**src/rtl/dmem_bist_pkg.sv**
```systemverilog
// dmem_bist_pkg: shared state encoding, memory widths and the march pattern
// helper used by the data-memory BIST initiator.
package dmem_bist_pkg;

  localparam int unsigned ADDR_W_DEF = 8;
  localparam int unsigned DATA_W_DEF = 32;

  localparam logic [31:0] PATTERN_BASE = 32'hA5A5_A5A5;

  typedef enum logic [2:0] {
    ST_IDLE  = 3'd0,
    ST_W0    = 3'd1,
    ST_RW_UP = 3'd2,
    ST_RW_DN = 3'd3,
    ST_R_UP  = 3'd4,
    ST_DONE  = 3'd5
  } state_e;

  // P(a) = base XOR zero-extended address; invert selects ~P(a).
  function automatic logic [31:0] pattern(input logic [31:0] addr, input logic invert);
    logic [31:0] p;
    p = PATTERN_BASE ^ addr;
    if (invert) begin
      p = ~p;
    end else begin
      p = p;
    end
    return p;
  endfunction

endpackage

```
**src/rtl/dmem_bist_addr_gen.sv**
```systemverilog
// dmem_bist_addr_gen: up/down address counter for the march phases. A load
// has priority over a step; last_o flags the final address of the current
// direction (DEPTH-1 going up, 0 going down). addr_next_o exposes the value
// the counter takes on the coming edge so the parent can register outputs.
module dmem_bist_addr_gen import dmem_bist_pkg::*; #(
  parameter int unsigned ADDR_W = ADDR_W_DEF,
  parameter int unsigned DEPTH  = 256
) (
  input  logic              clk,
  input  logic              reset,
  input  logic              en_i,
  input  logic              load_i,
  input  logic [ADDR_W-1:0] load_val_i,
  input  logic              step_i,
  input  logic              up_i,
  output logic [ADDR_W-1:0] addr_o,
  output logic [ADDR_W-1:0] addr_next_o,
  output logic              last_o
);

  localparam logic [ADDR_W-1:0] ADDR_ZERO = {ADDR_W{1'b0}};
  localparam logic [ADDR_W-1:0] ADDR_ONE  = ADDR_W'(1);
  localparam logic [ADDR_W-1:0] ADDR_MAX  = ADDR_W'(DEPTH - 1);

  logic [ADDR_W-1:0] addr_q;
  logic [ADDR_W-1:0] addr_d;

  // Next address: hold when disabled, else load, else step in the given direction.
  always_comb begin
    addr_d = addr_q;
    if (!en_i) begin
      addr_d = addr_q;
    end else if (load_i) begin
      addr_d = load_val_i;
    end else if (step_i) begin
      if (up_i) begin
        addr_d = addr_q + ADDR_ONE;
      end else begin
        addr_d = addr_q - ADDR_ONE;
      end
    end else begin
      addr_d = addr_q;
    end
  end

  // Address register.
  always_ff @(posedge clk or posedge reset) begin
    if (reset) begin
      addr_q <= ADDR_ZERO;
    end else begin
      addr_q <= addr_d;
    end
  end

  assign addr_o      = addr_q;
  assign addr_next_o = addr_d;
  assign last_o      = up_i ? (addr_q == ADDR_MAX) : (addr_q == ADDR_ZERO);

endmodule

```
**src/rtl/dmem_bist.sv**
```systemverilog
// dmem_bist: march-test initiator for the data memory (W0 up, RW up,
// RW down, R up). All memory-port and status outputs are registered.
// Optional feature macro: DMEM_BIST_STOP_ON_FAIL_EN -- when defined, the
// first mismatch ends the test immediately in DONE.
module dmem_bist import dmem_bist_pkg::*; #(
  parameter int unsigned ADDR_W = ADDR_W_DEF,
  parameter int unsigned DATA_W = DATA_W_DEF,
  parameter int unsigned DEPTH  = 256
) (
  input  logic              clk,
  input  logic              reset,
  input  logic              clk_enable,
  input  logic              i_start,
  input  logic [DATA_W-1:0] i_mem_read_data,
  output logic [ADDR_W-1:0] o_mem_read_address,
  output logic [ADDR_W-1:0] o_mem_write_address,
  output logic [DATA_W-1:0] o_mem_write_data,
  output logic              o_mem_write_enable,
  output logic              o_busy,
  output logic              o_done,
  output logic              o_pass,
  output logic [ADDR_W-1:0] o_fail_address,
  output logic [DATA_W-1:0] o_fail_data
);

  localparam logic [ADDR_W-1:0] ADDR_ZERO = {ADDR_W{1'b0}};
  localparam logic [ADDR_W-1:0] ADDR_LAST = ADDR_W'(DEPTH - 1);
  localparam logic [DATA_W-1:0] DATA_ZERO = {DATA_W{1'b0}};

`ifdef DMEM_BIST_STOP_ON_FAIL_EN
  localparam logic STOP_ON_FAIL = 1'b1;
`else
  localparam logic STOP_ON_FAIL = 1'b0;
`endif

  state_e            state_q, state_d;
  logic              cmp_q, cmp_d;         // 0: read cycle, 1: compare cycle
  logic              pass_q, pass_d;
  logic [ADDR_W-1:0] fail_addr_q, fail_addr_d;
  logic [DATA_W-1:0] fail_data_q, fail_data_d;
  logic [ADDR_W-1:0] raddr_q, raddr_d;
  logic [ADDR_W-1:0] waddr_q, waddr_d;
  logic [DATA_W-1:0] wdata_q, wdata_d;
  logic              we_q, we_d;
  logic              busy_q, busy_d;
  logic              done_q, done_d;

  logic              ag_load_s;
  logic [ADDR_W-1:0] ag_load_val_s;
  logic              ag_step_s;
  logic              ag_up_s;
  logic [ADDR_W-1:0] addr_s;
  logic [ADDR_W-1:0] addr_next_s;
  logic              ag_last_s;
  logic [DATA_W-1:0] exp_data_s;
  logic              check_phase_s;
  logic              mismatch_s;

  // Pattern sized to the data bus.
  function automatic logic [DATA_W-1:0] pat(input logic [ADDR_W-1:0] a, input logic inv);
    return DATA_W'(pattern(32'(a), inv));
  endfunction

  dmem_bist_addr_gen #(
    .ADDR_W (ADDR_W),
    .DEPTH  (DEPTH)
  ) u_addr_gen (
    .clk         (clk),
    .reset       (reset),
    .en_i        (clk_enable),
    .load_i      (ag_load_s),
    .load_val_i  (ag_load_val_s),
    .step_i      (ag_step_s),
    .up_i        (ag_up_s),
    .addr_o      (addr_s),
    .addr_next_o (addr_next_s),
    .last_o      (ag_last_s)
  );

  assign ag_up_s       = (state_q != ST_RW_DN);
  assign exp_data_s    = pat(addr_s, state_q == ST_RW_DN);
  assign check_phase_s = (state_q == ST_RW_UP) || (state_q == ST_RW_DN) || (state_q == ST_R_UP);
  assign mismatch_s    = check_phase_s && cmp_q && (i_mem_read_data != exp_data_s);

  // Next state, address-generator control and first-failure capture.
  always_comb begin
    state_d       = state_q;
    cmp_d         = cmp_q;
    pass_d        = pass_q;
    fail_addr_d   = fail_addr_q;
    fail_data_d   = fail_data_q;
    ag_load_s     = 1'b0;
    ag_load_val_s = ADDR_ZERO;
    ag_step_s     = 1'b0;
    if (!clk_enable) begin
      state_d = state_q;
    end else begin
      // Only the first mismatch is captured; pass_q low marks it as taken.
      if (mismatch_s && pass_q) begin
        pass_d      = 1'b0;
        fail_addr_d = addr_s;
        fail_data_d = i_mem_read_data;
      end else begin
        pass_d = pass_q;
      end

      if (STOP_ON_FAIL && mismatch_s) begin
        state_d   = ST_DONE;
        cmp_d     = 1'b0;
        ag_load_s = 1'b1;
      end else begin
        case (state_q)
          ST_IDLE, ST_DONE: begin
            if (i_start) begin
              state_d     = ST_W0;
              cmp_d       = 1'b0;
              ag_load_s   = 1'b1;
              pass_d      = 1'b1;
              fail_addr_d = ADDR_ZERO;
              fail_data_d = DATA_ZERO;
            end else begin
              state_d = state_q;
            end
          end
          ST_W0: begin
            if (ag_last_s) begin
              state_d   = ST_RW_UP;
              ag_load_s = 1'b1;
            end else begin
              ag_step_s = 1'b1;
            end
          end
          ST_RW_UP, ST_RW_DN, ST_R_UP: begin
            if (!cmp_q) begin
              cmp_d = 1'b1;
            end else begin
              cmp_d = 1'b0;
              if (ag_last_s) begin
                ag_load_s = 1'b1;
                if (state_q == ST_RW_UP) begin
                  state_d       = ST_RW_DN;
                  ag_load_val_s = ADDR_LAST;
                end else if (state_q == ST_RW_DN) begin
                  state_d = ST_R_UP;
                end else begin
                  state_d = ST_DONE;
                end
              end else begin
                ag_step_s = 1'b1;
              end
            end
          end
          default: begin
            state_d = ST_IDLE;
            cmp_d   = 1'b0;
          end
        endcase
      end
    end
  end

  // Memory-port and status values for the cycle after the coming edge.
  always_comb begin
    raddr_d = ADDR_ZERO;
    waddr_d = ADDR_ZERO;
    wdata_d = DATA_ZERO;
    we_d    = 1'b0;
    busy_d  = 1'b0;
    done_d  = 1'b0;
    case (state_d)
      ST_W0: begin
        raddr_d = addr_next_s;
        waddr_d = addr_next_s;
        wdata_d = pat(addr_next_s, 1'b0);
        we_d    = 1'b1;
        busy_d  = 1'b1;
      end
      ST_RW_UP, ST_RW_DN: begin
        raddr_d = addr_next_s;
        busy_d  = 1'b1;
        if (cmp_d) begin
          waddr_d = addr_next_s;
          wdata_d = pat(addr_next_s, state_d == ST_RW_UP);
          we_d    = 1'b1;
        end else begin
          we_d = 1'b0;
        end
      end
      ST_R_UP: begin
        raddr_d = addr_next_s;
        busy_d  = 1'b1;
      end
      ST_DONE: begin
        done_d = 1'b1;
      end
      ST_IDLE: begin
        done_d = 1'b0;
      end
      default: begin
        done_d = 1'b0;
      end
    endcase
  end

  // FSM state and result registers.
  always_ff @(posedge clk or posedge reset) begin
    if (reset) begin
      state_q     <= ST_IDLE;
      cmp_q       <= 1'b0;
      pass_q      <= 1'b0;
      fail_addr_q <= ADDR_ZERO;
      fail_data_q <= DATA_ZERO;
    end else begin
      state_q     <= state_d;
      cmp_q       <= cmp_d;
      pass_q      <= pass_d;
      fail_addr_q <= fail_addr_d;
      fail_data_q <= fail_data_d;
    end
  end

  // Output registers; held while clk_enable is low.
  always_ff @(posedge clk or posedge reset) begin
    if (reset) begin
      raddr_q <= ADDR_ZERO;
      waddr_q <= ADDR_ZERO;
      wdata_q <= DATA_ZERO;
      we_q    <= 1'b0;
      busy_q  <= 1'b0;
      done_q  <= 1'b0;
    end else if (clk_enable) begin
      raddr_q <= raddr_d;
      waddr_q <= waddr_d;
      wdata_q <= wdata_d;
      we_q    <= we_d;
      busy_q  <= busy_d;
      done_q  <= done_d;
    end
  end

  assign o_mem_read_address  = raddr_q;
  assign o_mem_write_address = waddr_q;
  assign o_mem_write_data    = wdata_q;
  assign o_mem_write_enable  = we_q;
  assign o_busy              = busy_q;
  assign o_done              = done_q;
  assign o_pass              = pass_q;
  assign o_fail_address      = fail_addr_q;
  assign o_fail_data         = fail_data_q;

endmodule

```
**config.mk**
```make
export PLATFORM = sky130hd
export DESIGN_NAME = dmem_bist
export DESIGN_NICKNAME = d
export VERILOG_FILES = /design/src/rtl/dmem_bist_pkg.sv /design/src/rtl/dmem_bist_addr_gen.sv /design/src/rtl/dmem_bist.sv
export SDC_FILE = /design/constraint.sdc
export NUM_CORES = 1
export LEC_CHECK = 0
export ABC_AREA = 0
export CAP_MARGIN = 20
export CORE_AREA = 2 2 95 143
export DETAILED_ROUTE_END_ITERATION = 7
export DIE_AREA = 0 0 97 145
export GPL_TIMING_DRIVEN = 0
export PLACE_DENSITY = 0.64
export SLEW_MARGIN = 10
export SYNTH_ARGS = -nofsm -noshare
export SYNTH_HDL_FRONTEND = slang
export SYNTH_SLANG_ARGS = --single-unit
export TNS_END_PERCENT = 10
```
**constraint.sdc**
```tcl
create_clock -name clk -period 3.55 [get_ports clk]
set_input_delay 0.5325 -clock clk [delete_from_list [all_inputs] [get_ports clk]]
set_output_delay 0.5325 -clock clk [all_outputs]
set_load 0.03 [all_outputs]
```
### Word-level counts from Yosys, hierarchy flattened

Cells that the tools add are included.
Widths: inputs -> output; s select.

* multipliers: 0
* divide/modulo/power cells: 0
* reduce and logical (&&, ||, !) cells: 11
* shifts and indexed selects: 0
* $lt $le $gt $ge: 0
* bitwise logic cells: 4
* multiplexer cells: 50
* add/sub/neg operators: 2
* eq/ne operators: 13

Operators with widths (count)
* $mux 32: 6
* $mux 8: 13
* $not 32->32: 2
* $pmux 32 s2: 1
* $ne 32x32->1: 1
* $not 4->16: 2
* $mux 1: 18
* $mux 3: 6
* $pmux 8 s2: 1
* $eq 3x2->1 const B: 4
* $eq 3x3->1 const B: 4
* $pmux 3 s3: 1
* $add 8x1->8 const B: 1
* $eq 8x8->1 const B: 1
* $logic_not 8->1: 1
* $sub 8x1->8 const B: 1
* $eq 3x1->1 const B: 2
* $pmux 1 s3: 2
* $pmux 1 s2: 2
* $reduce_or 2->1: 2
* $reduce_or 4->1: 1
* $logic_and 1x1->1: 3
* $logic_not 3->1: 1
* $ne 3x2->1 const B: 1
* other kinds (2): 3

* logic and storage cells: 92
* ROM bits: 0
* register bits: 104
* output and inout port bits: 92
* bits in writable memories: 0
* input port bits: 36
* memories: 0
* bits in latches: 0

### Longest topological paths before layout

Gate-level depths: netlist (run 1).

* word-level depth: 14
* gate-level depth with buffers: 11
* mapped depth without buffers: 10

### Cells and area by module

A second synthesis (run 1) with hierarchy kept.

* cells, all modules: 468
* area, all modules: 4580.6 µm²

By module, submodules not included
* dmem_bist: area an instance 3896.2 µm², cells each 388, sequential area each 1851.8 µm², instances 1
* dmem_bist_addr_gen: area an instance 684.4 µm², cells each 80, sequential area each 200.2 µm², instances 1

### Least setup slack after synthesis (run 1)

Ideal clock, no wire load.

* path kind: register to register
* start: register state_q[1]
* end: register wdata_q[6], in the netlist o_mem_write_data[6]
* setup time: 0.126 ns
* period minus slack after synthesis: 2.431 ns
* data required time: 3.424 ns
* cell stages (with the launch flop): 11
* setup slack: 1.119 ns
* arrival time: 2.305 ns
* path buffers: 1
* cell sequence: dfrtp_1 -> buf_6 -> nand3b_4 -> xnor2_1 -> ha_1 -> or3_1 -> o22a_1 -> a21oi_1 -> o21ai_2 -> and2_1 -> a221o_1

* word-level cells in the longest chain between the ends: 13
* elaborated cells between the ends (all ways): 44
* classes of those cells: eq/ne (9); mux (30); bitwise (1); reduce/logical (4)

Ends and longest elaborated chain
* from (decl): line dmem_bist.sv:36 `state_e state_q, state_d;`
* from (signal assigned): line dmem_bist.sv:214 `state_q <= state_d;`
* $ne 3x2->1: line dmem_bist.sv:80 `assign ag_up_s = (state_q != ST_RW_DN);`
* $mux 1: line dmem_bist_addr_gen.sv:57 `assign last_o = up_i ? (addr_q == ADDR_MAX) : (addr_q == ADDR_ZERO);`
* $mux 1: line dmem_bist.sv:126, dmem_bist.sv:138
* $mux 1: line dmem_bist.sv:134 `if (!cmp_q) begin`
* $pmux 1 s2: line dmem_bist.sv:112 `case (state_q)`
* $mux 1: line dmem_bist.sv:95 `if (!clk_enable) begin`
* $mux 8: line dmem_bist_addr_gen.sv:35 `end else if (step_i) begin`
* $mux 8 *: line dmem_bist_addr_gen.sv:33 `end else if (load_i) begin`
* $mux 8 *: line dmem_bist_addr_gen.sv:31 `if (!en_i) begin`
* via addr_next_s[6]: line dmem_bist.sv:53 `logic [ADDR_W-1:0] addr_next_s;`
* $not 32->32: line dmem_bist_pkg.sv:24 `p = ~p;`
* $mux 32: line dmem_bist_pkg.sv:23 `if (invert) begin`
* $mux 32: line dmem_bist.sv:181 `if (cmp_d) begin`
* $pmux 32 s2 *: line dmem_bist.sv:170 `case (state_d)`
* to (signal assigned): line dmem_bist.sv:234 `wdata_q <= wdata_d;`
* to (decl): line dmem_bist.sv:43 `logic [DATA_W-1:0] wdata_q, wdata_d;`

Mark *: on every way through the listed nets, which the timed path passes. The rest lies on a longest branch.
A chain may end at the register's enable or synchronous reset.

### Worst setup path after layout (run 1)

* start: input i_mem_read_data[11]
* end: register fail_data_q[7], in the netlist o_fail_data[7]

* word-level cells in the longest chain between the ends: 6

Ends and longest elaborated chain
* from (decl): line dmem_bist.sv:14 `input logic [DATA_W-1:0] i_mem_read_data,`
* $ne 32x32->1 *: line dmem_bist.sv:83 `assign mismatch_s = check_phase_s && cmp_q && (i_mem_read_data != exp_data_s);`
* $logic_and 1x1->1 *: line dmem_bist.sv:83
* $logic_and 1x1->1 *: line dmem_bist.sv:99 `if (mismatch_s && pass_q) begin`
* $mux 32 *: line dmem_bist.sv:99
* $mux 32: line dmem_bist.sv:114 `if (i_start) begin`
* $mux 32 *: line dmem_bist.sv:112
* to (signal assigned): line dmem_bist.sv:218 `fail_data_q <= fail_data_d;`
* to (decl): line dmem_bist.sv:40 `logic [DATA_W-1:0] fail_data_q, fail_data_d;`

Mark *: on every way between the ends. The rest lies on a longest branch, timed or not.

==> metrics.md, run 1 <==
| Metric | Value |
|---|---|
| Footprint of the multi-input gates | 1910 um2 |
| Synthesized flop and latch total | 82 |
| Synth warn | 0 |
| Tmin final | 2910 ps |
| Cts-stage hold buffer count | 0 |
| Fillers | 1,190 |
| Vias post-DR | 3,699 |
| First-pass GRT wire length | 20,400 um |
| Fin Hold WS | 485 ps |
| Crit path kind | primary input to register |
| Switching share of power | 0.351 |
| Clk root buf | clkbuf_16 |
| Placer Congestion | 0.849 |
| Max VDD drop | 272 uV |
| CTS-repair resized insts | 0 |
| Async set-reset flop share out of synthesis | 1.00 |
| Vias in the first global route | 4,027 |
| Synthesized Nets | 430 |
| Syn Std Cell Area | 4410 um2 |
| Initial core utilization | 0.343 |
| Gate power share | 0.380 |
| Internal | 2460 uW |
| PwrDens | 604 nW/um2 |
| Met2 usage | 0.324 |
| Final hold vios | 0 |
| Nets | 569 |
| Layout cells sized above 1 | 0.212 |
| CP Capture Type | register |
| Commonest non-fill, non-tap cell in the layout | clkdlybuf4s50_1 |
| HPWL Detailed | 9710 um |
| Pleak | 0.00273 uW |
| Register area | 2050 um2 |
| Post-Route WL | 12,700 um |
| Syn Inst Count | 393 |
| Pin slew with the least headroom to its limit | 919 ps |
| Hold Path Class | register to register |
| Clk sinks | 82 |
| Crit path DAT | 3190 ps |
| Global route total overflow | 0 |
| Post-route insts no fill | 696 |
| Buffer depth of the longest clock path | 2 |
| DIE HEIGHT | 145 um |
| Total power draw | 3790 uW |
| Antenna diodes | 0 |
| Most frequent cells in the layout | clkdlybuf4s50_1 (127), dfrtp_1 (82), a22o_2 (37) |
| RSZ-0062 raised after global routing | no |
| Final core occ | 0.489 |
| Headroom to the max-slew limit | 0.382 |
| Std-Cell Rows | 51 |
| GR Util All Layers | 0.178 |
| F_max | 0.343 GHz |
| Count of cell types in the netlist | 67 |
| Sequential Power Share | 0.314 |
| Final Skew | 7.38 ps |
| Die area | 14,100 um2 |
| Critical Path Fanout Max | 10 |
| GR peak layer | met2 |
| Largest net degree at the start of global routing | 44 |
| Final setup fails | 0 |
| ANT nets after route | 0 |
| Avg WL per Cell | 18.2 um |
| Worst skew pair latency | 340 ps |
| Die X-Extent | 97 um |
| Fin crit share | 0.821 |
| Core Footprint | 12,800 um2 |
| Clk pwr share | 0.306 |
| Initial DRC Count | 153 |
| Predominant post-synthesis flop cell | dfrtp_1 |
| CTS tree | built |
| # DRC | 0 |
| Sw power | 1330 uW |
| Port Buffers | 127 |
| Slew Limit Fails | 0 |
| CP required | 3830 ps |
| Worst Setup Start Kind | primary input |
| MaxCap Viol Count | 0 |
| # placed instances | 680 |
| Status | complete, no violations |
| Initial antenna violation count | 0 |
| Io pins | 128 |
| Via density | 5.31 |
| Setup bufs post-CTS | 0 |
| Met3 usage | 0.0626 |
| Average size of a mapped cell | 11.2 um2 |
| H-tree lvl count | 3 |
| DR pass1 iterations | 4 |
| Register area share after synthesis | 0.466 |
| EDFF count, synth | 0 |
| Met1 Track Usage GR | 0.190 |
| Clock slew at reported path FFs | 60 ps |
| Num CTS Buffers | 9 |
| Synthesis-to-layout area growth | 42.4% |
cell usage after synthesis, types with 3 or more instances:
cell type  number  share of area
dfrtp_1        82           0.47
a22o_2         37          0.084
buf_4          24          0.041
inv_1          19          0.016
o2bb2ai_1      16          0.032
a21oi_1        12          0.014
nand2_1        12          0.010
buf_6          11          0.028
and2_1          9          0.013
buf_2           9          0.010
nand3_1         9          0.010
o21ai_0         9          0.010
a21o_1          8          0.014
nand4_1         8          0.011
nor3_1          8         0.0091
nand2b_1        7         0.0099
nor4_1          7         0.0099
xnor2_1         7          0.014
a221o_1         6          0.014
nand4b_1        6          0.012
nor2_1          6         0.0051
xor2_1          6          0.012
clkbuf_1        5         0.0043
a22o_1          4         0.0080
a31oi_1         4         0.0057
mux2i_1         4         0.0091
and3_1          3         0.0043
and4b_1         3         0.0068
o21a_1          3         0.0051
o21ai_1         3         0.0034
or3_1           3         0.0043
or4b_1          3         0.0068
through the flow:
step / area [um2] / setup slack [ps] / setup TNS (ps)
after floorplan: 4410 / 909 / 0
after detailed placement: 5900 / 304 / 0
final: 6270 / 635 / 0
after CTS: 6270 / 650 / 0
after global placement: 5880 / -389 / -31480
after global routing: 6270 / 546 / 0
routing by layer:
metal  vias to the layer above  wire [um]
met5                         -          0
met4                         0        283
met3                        24        930
met2                       142       6520
met1                      1789       4910
li1                       1744          -
power groups by stage:
stage	sequential, uW	clock (uW)	combinational (uW)
5_1_grt	1210	1220	1530
6_report	1190	1160	1440
4_1_cts	1190	1170	1450
3_3_place_gp	1200	0	1410
2_1_floorplan	1390	0	719
3_5_place_dp	1200	0	1440
critical path: stages:
cell and delay (ps):
clkdlybuf4s50_1 450, nor4b_1 480, nand4_1 180, or3_1 360, a222oi_1 460, nor2_2 220
nor2_8 210, buf_6 170, a22o_2 140
flip-flops by register name, summed over array words and instances (netlist names), 3 cells and up:
signal,count
o_fail_data,32
o_mem_write_data,10
o_fail_address,8
o_mem_read_address,8
o_mem_write_address,8
u_addr_gen.addr_o,8
state_q,3
final cells by class:
type,instances,share of cell area
Sequential cell,82,0.327
Multi-Input combinational cell,243,0.305
Timing Repair Buffer,128,0.206
Buffer,49,0.0586
Clock buffer,10,0.0381
Tap cell,159,0.0317
Clock inverter,6,0.0217
Inverter,19,0.0118
path summary, 6_finish.rpt:
| check | cells after the start | end | slack, ps | startpoint |
|---|---|---|---|---|
| min in group asynchronous | 2 | o_mem_write_address[6] | 580 | reset |
| setup / recovery | 9 | o_fail_data[7] | 640 | i_mem_read_data[11] |
| setup reg to reg | 10 | o_mem_write_data[6] | 770 | state_q[1] |
| max in group asynchronous | 3 | cmp_q | 2380 | reset |
| hold reg to reg | 1 | o_mem_read_address[7] | 480 | o_mem_read_address[7] |
| hold / removal | 1 | o_mem_read_address[7] | 480 | o_mem_read_address[7] |
logic make-up after synthesis:
kind of cell | Yosys count | synth area share
AO/OA/AOI/OAI | 120 | 0.231
AND/OR/NAND/NOR | 104 | 0.163
flip-flops | 82 | 0.466
buffers and inverters | 68 | 0.0997
XOR/XNOR | 13 | 0.0258
multiplexers | 4 | 0.00909
adder cells (fa/ha/maj) | 2 | 0.00511
(Power assumes the default switching activity.)
==> run 2, diff against run 1 <==
clock period = 3 ns   (was 3.55 ns; I/O delays follow)
==> results of run 2 <==
Same layout as run 1 (identical final DEF). Status: complete, no violations.
Among the figures that moved: setup slack after placement 304 ps -> -164 ps; setup slack after layout 635 ps -> 168 ps; register-to-register setup slack 770 ps -> 220 ps; total power 3790 uW -> 4480 uW; worst IR drop on VDD 272 uV -> 322 uV
==> run 3, diff against run 2 <==
SLEW_MARGIN = 5   (was 10)
==> results of run 3 <==
Same layout as run 1 (identical final DEF). Status: complete, no violations.
Among the figures that moved: setup slack after placement 304 ps -> -164 ps; setup slack after layout 635 ps -> 168 ps; register-to-register setup slack 770 ps -> 220 ps; total power 3790 uW -> 4480 uW; worst IR drop on VDD 272 uV -> 322 uV
